$ cat config.mk
export PLATFORM = sky130hd
export DESIGN_NAME = vga_bus_arbiter
export DESIGN_NICKNAME = d
export VERILOG_FILES = /design/src/rtl/vga_bus_arbiter_pkg.sv /design/src/rtl/vga_bus_arbiter_rr_arb2.sv /design/src/rtl/vga_bus_arbiter.sv
export SDC_FILE = /design/constraint.sdc
export NUM_CORES = 1
export LEC_CHECK = 0
export ABC_AREA = 1
export CAP_MARGIN = 20
export CELL_PAD_IN_SITES_DETAIL_PLACEMENT = 1
export CELL_PAD_IN_SITES_GLOBAL_PLACEMENT = 1
export CORE_MARGIN = 2
export CORE_UTILIZATION = 33
export DETAILED_ROUTE_END_ITERATION = 8
export PLACE_DENSITY_LB_ADDON = 0.15
export SETUP_SLACK_MARGIN = 0.5
export SYNTH_ARGS = -nofsm -noshare
export SYNTH_HDL_FRONTEND = slang
export SYNTH_SLANG_ARGS = --single-unit
$ cat constraint.sdc
create_clock -name mclk -period 1.9 [get_ports mclk]
set_input_delay 0.38 -clock mclk [delete_from_list [all_inputs] [get_ports mclk]]
set_output_delay 0.38 -clock mclk [all_outputs]
set_load 0.01 [all_outputs]
$ cat src/rtl/vga_bus_arbiter_pkg.sv
// Shared definitions for the VGA bus arbiter: state encodings, default
// bus timing, the latched request record and strobe selection helper.
package vga_bus_arbiter_pkg;

  // Bus-cycle sequencer states
  localparam logic [2:0] ST_IDLE  = 3'd0;
  localparam logic [2:0] ST_ADDR  = 3'd1;
  localparam logic [2:0] ST_CMD   = 3'd2;
  localparam logic [2:0] ST_XWAIT = 3'd3;
  localparam logic [2:0] ST_END   = 3'd4;
  localparam logic [2:0] ST_HOLD  = 3'd5;

  // Default timing in mclk cycles
  localparam int DEF_T_SETUP = 1;
  localparam int DEF_T_CMD   = 3;
  localparam int DEF_T_HOLD  = 2;
  localparam int DEF_WAIT_TO = 255;

  // Request fields of one requester, captured at grant
  typedef struct packed {
    logic        io;
    logic        rw;
    logic        sa0;
    logic        sa12;
    logic [15:0] wdata;
  } busReq_t;

  // Encoding is {io, rw} so the selection is a plain cast
  typedef enum logic [1:0] {
    STB_MEMW = 2'b00,
    STB_MEMR = 2'b01,
    STB_IOW  = 2'b10,
    STB_IOR  = 2'b11
  } strobeSel_t;

  function automatic strobeSel_t selectStrobe(input logic io, input logic rw);
    return strobeSel_t'({io, rw});
  endfunction

endpackage

$ cat src/rtl/vga_bus_arbiter_rr_arb2.sv
// Two-way round-robin arbiter. The grant is combinational; the port that
// was served last is remembered so the other one wins a tie.
module vga_rr_arb2 (
  input  logic       mclk,
  input  logic       reset,
  input  logic [1:0] i_req,
  input  logic       i_enable,
  output logic [1:0] o_grant
);

  logic r_last;

  // Pick a single winner; on a tie favour the port not served last
  always_comb begin
    o_grant = 2'b00;
    if (i_enable) begin
      case (i_req)
        2'b01:   o_grant = 2'b01;
        2'b10:   o_grant = 2'b10;
        2'b11:   o_grant = r_last ? 2'b01 : 2'b10;
        default: o_grant = 2'b00;
      endcase
    end
  end

  // Remember the last served port; port 1 after reset so port 0 wins first
  always_ff @(posedge mclk or negedge reset) begin
    if (!reset) begin
      r_last <= 1'b1;
    end else if (i_enable && (|o_grant)) begin
      r_last <= o_grant[1];
    end
  end

endmodule

$ cat src/rtl/vga_bus_arbiter.sv
// Owns the VGA chip's ISA-style bus and shares it between the Zorro bridge
// (port 0) and the auxiliary loader (port 1). Each granted request runs a
// full BALE/strobe cycle with programmable setup, command and hold times.
module vga_bus_arbiter
  import vga_bus_arbiter_pkg::*;
#(
  parameter int T_SETUP = DEF_T_SETUP,
  parameter int T_CMD   = DEF_T_CMD,
  parameter int T_HOLD  = DEF_T_HOLD,
  parameter int WAIT_TO = DEF_WAIT_TO
) (
  input  logic        mclk,
  input  logic        reset,
  input  logic        i_req0,
  input  logic        i_io0,
  input  logic        i_rw0,
  input  logic        i_sa0_0,
  input  logic        i_sa12_0,
  input  logic [15:0] i_wdata0,
  output logic        o_ack0,
  output logic        o_err0,
  input  logic        i_req1,
  input  logic        i_io1,
  input  logic        i_rw1,
  input  logic        i_sa0_1,
  input  logic        i_sa12_1,
  input  logic [15:0] i_wdata1,
  output logic        o_ack1,
  output logic        o_err1,
  output logic [15:0] o_rdata,
  input  logic        i_wait,
  output logic        o_bale,
  output logic        o_memr,
  output logic        o_memw,
  output logic        o_ior,
  output logic        o_iow,
  output logic        o_sa0,
  output logic        o_sa12,
  output logic [15:0] o_dg_out,
  output logic        o_dg_oe,
  input  logic [15:0] i_dg_in,
  output logic        o_busy
);

  // Counter reload values; every phase counts down to zero
  localparam logic [7:0] SETUP_LOAD  = 8'(T_SETUP - 1);
  localparam logic [7:0] CMD_LOAD    = 8'(T_CMD - 1);
  localparam logic [7:0] WAITTO_LOAD = 8'(WAIT_TO - 1);
  localparam logic [7:0] HOLD_LOAD   = (T_HOLD > 1) ? 8'(T_HOLD - 2) : 8'd0;

  logic [2:0]  r_state;
  logic [7:0]  r_cnt;
  logic        r_port;
  logic        r_io;
  logic        r_rw;
  logic        r_bale;
  logic        r_memr;
  logic        r_memw;
  logic        r_ior;
  logic        r_iow;
  logic        r_sa0;
  logic        r_sa12;
  logic [15:0] r_dgOut;
  logic        r_dgOe;
  logic        r_ack0;
  logic        r_ack1;
  logic        r_err0;
  logic        r_err1;
  logic [15:0] r_rdata;

  logic [1:0]  w_grant;
  logic        w_anyGrant;
  busReq_t     w_req0;
  busReq_t     w_req1;
  busReq_t     w_sel;
  strobeSel_t  w_strobe;
  logic        w_finish;
  logic        w_finishErr;

  assign w_req0     = '{io: i_io0, rw: i_rw0, sa0: i_sa0_0, sa12: i_sa12_0, wdata: i_wdata0};
  assign w_req1     = '{io: i_io1, rw: i_rw1, sa0: i_sa0_1, sa12: i_sa12_1, wdata: i_wdata1};
  assign w_sel      = w_grant[1] ? w_req1 : w_req0;
  assign w_anyGrant = |w_grant;
  assign w_strobe   = selectStrobe(r_io, r_rw);

  vga_rr_arb2 u_arb (
    .mclk     (mclk),
    .reset    (reset),
    .i_req    ({i_req1, i_req0}),
    .i_enable (r_state == ST_IDLE),
    .o_grant  (w_grant)
  );

  // Decide when the strobe phase ends and whether it ended by timeout
  always_comb begin
    w_finish    = 1'b0;
    w_finishErr = 1'b0;
    case (r_state)
      ST_CMD: begin
        if ((r_cnt == 8'd0) && (r_io || i_wait)) begin
          w_finish = 1'b1;
        end
      end
      ST_XWAIT: begin
        if (i_wait) begin
          w_finish = 1'b1;
        end else if (r_cnt == 8'd0) begin
          w_finish    = 1'b1;
          w_finishErr = 1'b1;
        end
      end
      default: begin
        w_finish    = 1'b0;
        w_finishErr = 1'b0;
      end
    endcase
  end

  // Bus-cycle sequencer: grant, address, strobe, wait extension, end, hold
  always_ff @(posedge mclk or negedge reset) begin
    if (!reset) begin
      r_state <= ST_IDLE;
      r_cnt   <= 8'd0;
      r_port  <= 1'b0;
      r_io    <= 1'b0;
      r_rw    <= 1'b0;
      r_bale  <= 1'b1;
      r_memr  <= 1'b1;
      r_memw  <= 1'b1;
      r_ior   <= 1'b1;
      r_iow   <= 1'b1;
      r_sa0   <= 1'b1;
      r_sa12  <= 1'b1;
      r_dgOut <= 16'h0000;
      r_dgOe  <= 1'b0;
      r_ack0  <= 1'b0;
      r_ack1  <= 1'b0;
      r_err0  <= 1'b0;
      r_err1  <= 1'b0;
      r_rdata <= 16'hFFFF;
    end else begin
      r_ack0 <= 1'b0;
      r_ack1 <= 1'b0;
      case (r_state)
        ST_IDLE: begin
          if (w_anyGrant) begin
            r_port <= w_grant[1];
            r_io   <= w_sel.io;
            r_rw   <= w_sel.rw;
            r_sa0  <= w_sel.sa0;
            r_sa12 <= w_sel.sa12;
            r_bale <= 1'b0;
            r_err0 <= 1'b0;
            r_err1 <= 1'b0;
            if (!w_sel.rw) begin
              r_dgOe  <= 1'b1;
              r_dgOut <= w_sel.wdata;
            end
            r_cnt   <= SETUP_LOAD;
            r_state <= ST_ADDR;
          end
        end
        ST_ADDR: begin
          if (r_cnt == 8'd0) begin
            case (w_strobe)
              STB_MEMW: r_memw <= 1'b0;
              STB_MEMR: r_memr <= 1'b0;
              STB_IOW:  r_iow  <= 1'b0;
              STB_IOR:  r_ior  <= 1'b0;
            endcase
            r_cnt   <= CMD_LOAD;
            r_state <= ST_CMD;
          end else begin
            r_cnt <= r_cnt - 8'd1;
          end
        end
        ST_CMD: begin
          if (r_cnt == 8'd0) begin
            if (w_finish) begin
              r_state <= ST_END;
            end else begin
              r_cnt   <= WAITTO_LOAD;
              r_state <= ST_XWAIT;
            end
          end else begin
            r_cnt <= r_cnt - 8'd1;
          end
        end
        ST_XWAIT: begin
          if (w_finish) begin
            r_state <= ST_END;
          end else begin
            r_cnt <= r_cnt - 8'd1;
          end
        end
        ST_END: begin
          r_dgOe <= 1'b0;
          if (T_HOLD == 1) begin
            r_bale  <= 1'b1;
            r_sa0   <= 1'b1;
            r_sa12  <= 1'b1;
            r_state <= ST_IDLE;
          end else begin
            r_cnt   <= HOLD_LOAD;
            r_state <= ST_HOLD;
          end
        end
        ST_HOLD: begin
          if (r_cnt == 8'd0) begin
            r_bale  <= 1'b1;
            r_sa0   <= 1'b1;
            r_sa12  <= 1'b1;
            r_state <= ST_IDLE;
          end else begin
            r_cnt <= r_cnt - 8'd1;
          end
        end
        default: begin
          r_state <= ST_IDLE;
        end
      endcase
      if (w_finish) begin
        r_memr <= 1'b1;
        r_memw <= 1'b1;
        r_ior  <= 1'b1;
        r_iow  <= 1'b1;
        if (r_rw) begin
          r_rdata <= w_finishErr ? 16'hFFFF : i_dg_in;
        end
        if (r_port) begin
          r_ack1 <= 1'b1;
          r_err1 <= w_finishErr;
        end else begin
          r_ack0 <= 1'b1;
          r_err0 <= w_finishErr;
        end
      end
    end
  end

  assign o_bale   = r_bale;
  assign o_memr   = r_memr;
  assign o_memw   = r_memw;
  assign o_ior    = r_ior;
  assign o_iow    = r_iow;
  assign o_sa0    = r_sa0;
  assign o_sa12   = r_sa12;
  assign o_dg_out = r_dgOut;
  assign o_dg_oe  = r_dgOe;
  assign o_ack0   = r_ack0;
  assign o_ack1   = r_ack1;
  assign o_err0   = r_err0;
  assign o_err1   = r_err1;
  assign o_rdata  = r_rdata;
  assign o_busy   = (r_state != ST_IDLE);

endmodule

==> flow_summary.ini <==
[run_status]
status = complete, no violations

[layout]
drive_gt1_frac = 0.5327
final_core_util = 0.6220
syn2layout_area_growth_pct = 81.35
fin_cells = 694
diodes = 0
nets = 623

[global_routing]
gr-total-overflow = 0
grt_usage = 0.2347
antenna_found_initial = 0
top_usage_layer = met2
grt_pass1_vias = 3682
use_met2 = 0.4093
use_met1 = 0.2749
grt_pass1_wl_mm = 18.63
use_met3 = 0.05335
grt_max_degree = 48

[logic_synthesis]
synth_top_area_frac = 0.2738
syn_area_sq_mm = 0.003199
yosysWarnings = 0
syn_nets = 440
synth-edff-count = 0
synth_cell_type_count = 34
synth.largest_area_cell = dfrtp_1
ys_seq_area_frac = 0.4709
synthCells = 377
ys_async_sr_fraction = 1.000
ys_ff_latch = 59
synthTopCellsByArea = dfrtp_1 (27%), dfstp_2 (20%), nand2_1 (13%)
synth_ff_type = dfrtp_1
postSynthAreaPerCell_sq_um = 8.486

[timing]
final.min_clock_period_ns = 1.746
maxSlewHeadroom = 0.7212
timing.fmax_ghz = 0.5726
whs_ns = 0.4611
max_slew.worst_pin.slew_ns = 0.4183
fin_crit_sh = 0.9191
setup_slack_ns = 0.1536
setup_viol = 0
drv_slew = 0
rsz0062_at_grt = yes
hold_viol_final = 0
fin_skew_ns = 0.01465

[cts]
clock_latency_ns = 0.35
clk_pin_slew_worst_paths_ns = 0.08
clockBufferDepth = 2
cts_inserted_buffers = 9
cts_sinks = 59
cts_tree = built
cts_max_level = 3
cts_root_buffer = clkbuf_8

[setup_path]
cp_slowest_cell = dfrtp_1
reg2reg_to = o_rdata[15]
crit_type = reg2reg
end_kind = register
r2r-start = r_state[2]
worstRegToRegCells = 8
crit_end = o_rdata[15]
cp_common_cell = nand2_8
cpPeakStageDelay_ns = 0.43
r2r_slack_ns = 0.15
startpoint_type = register
critPathMaxFanout = 8
critical_path_arrival_ns = 2.03
path_cells = inv_4, nand2_4, nor2_4, nand3_4, nand2_8, nand2_8, nand2_1, o21ai_2
required_ns = 2.18
startpoint = r_state[2]

[power]
p_leak_nw = 2.676
power.total_mw = 2.982
powerDensity_mw_per_mm2 = 513.9
irDropWorstVdd_v = 0.0002795

[place]
routabilityCongestion = 0.8204
dp_hpwl_mm = 6.656
dp.cells = 614
port_buffers = 105
place_ws_ns = -0.05708

[die]
die-area_sq_mm = 0.01050
start_util = 0.3430
core.rowCount = 35
coreArea_sq_mm = 0.009328
io_pins = 106
die_x_microns = 102.5
die_height_microns = 102.5

[detailed_routing]
drt_iter0_drc = 86
routed_wl_mm = 13.47
first_pass_iters = 4
drc = 0
vias = 3525
ant_nets = 0
routed_via_density = 5.079
routedWlPerCell_microns = 19.41

[job]
maxCapViolCount = 0

[hold_path]
hp-class = in2async
## worst max-delay path: cells and delay by family (launching register included)
| family | cells | cell delay (ns) |
|---|---|---|
| AOI/OAI and AO/OA | 1 | 0.06 |
| buffers and inverters | 1 | 0.14 |
| and+or+nand+nor | 6 | 1.03 |
| DFF | 1 | 0.43 |
## state kept, by name, summed over array words and instances, names as in the netlist
signal	cells
o_ack0	1
o_ack1	1
o_bale	1
o_dg_oe	1
o_dg_out	16
o_err0	1
o_err1	1
o_ior	1
o_iow	1
o_memr	1
o_memw	1
o_rdata	16
o_sa0	1
o_sa12	1
r_cnt	8
r_io	1
r_port	1
r_rw	1
r_state	3
u_arb.r_last	1
## metrics by stage
step	instance area, sq um	setup TNS (ns)
after floorplan	3296	0
final	5802	0
after global routing	5802	0
after detailed placement	4539	-0.5490
after global placement	4539	-0.01146
after CTS	5394	0
## power breakdown
group          total (mW)  internal, mW  switching [mW]
Sequential           1.34          1.30          0.0423
Combinational       0.366         0.212           0.154
Clock                1.27         0.706           0.566
## metal layers
| layer | up-vias | part of all wire | routed length (microns) |
|---|---|---|---|
| li1 | 1587 | - | - |
| met4 | 0 | 0.037 | 498 |
| met1 | 1738 | 0.39 | 5192 |
| met3 | 45 | 0.063 | 846 |
| met2 | 155 | 0.51 | 6932 |
| met5 | - | 0 | 0 |
## how the worst min path moves through the flow
stage	from	to	slack [ns]	cells past startpoint
6_report	reset	r_cnt[1]	0.46	2
5_1_grt	u_arb.r_last	u_arb.r_last	0.49	2
3_3_place_gp	reset	o_dg_out[13]	0.30	1
4_1_cts	o_ior	o_ior	0.46	2
3_5_place_dp	reset	o_dg_out[13]	0.31	1
2_1_floorplan	reset	o_ack0	0.08	0
## layout make-up
class	instances	area, sq um
Clock buffer	14	205.2
Clock inverter	2	13.76
Fill cell	1056	3526
Inverter	30	130.1
Multi-Input combinational cell	280	2041
Sequential cell	59	1511
Tap cell	129	161.4
Timing Repair Buffer	180	1739
## synthesized netlist by cell type (5+ instances only)
cell type / instances
nand2_1: 109
dfrtp_1: 35
o21ai_2: 32
nor2_1: 30
dfstp_2: 24
inv_1: 20
nand3_1: 18
o21ai_0: 17
o21ai_1: 16
or2_1: 14
a21oi_1: 10
inv_2: 9
buf_6: 8
nor2_2: 5
## layout by cell type, fill, tap and decap left out, drive strengths merged, types with 2 or more instances in the layout
master         netlist  layout
nor2                39      39
dfrtp               35      35
clkinv               1       3
dfstp               24      24
ha                   2       2
buf                 10      99
clkdlybuf4s50        0      59
a21oi               10      10
clkdlybuf4s15        0      13
or2                 16      16
o21ai               65      65
nand2              113     116
a31oi                2       2
inv                 29      29
nand3               21      21
nor3                 2       2
o211ai               2       2
clkbuf               1      21
## kinds of logic (layout without fill, tap and decap cells)
kind of cell    Yosys count  after routing  share of synthesized area
fa+ha+maj                 2              2                   0.007820
simple gates            192            195                     0.2796
xor+xnor                  2              2                   0.005476
flops                    59             59                     0.4709
compound gates           81             81                     0.1678
buf+inv                  41            226                    0.06844
## what timing repair did
item,4_1_cts,5_1_grt
buffers inserted,37,20
pin swaps,25,22
gates resized for setup,219,80
gates cloned,6,0
endpoints found under the hold margin,9,0
setup endpoints to repair,101,87
hold buffers,1,0
Note: power is estimated with default switching activity, not from simulation.
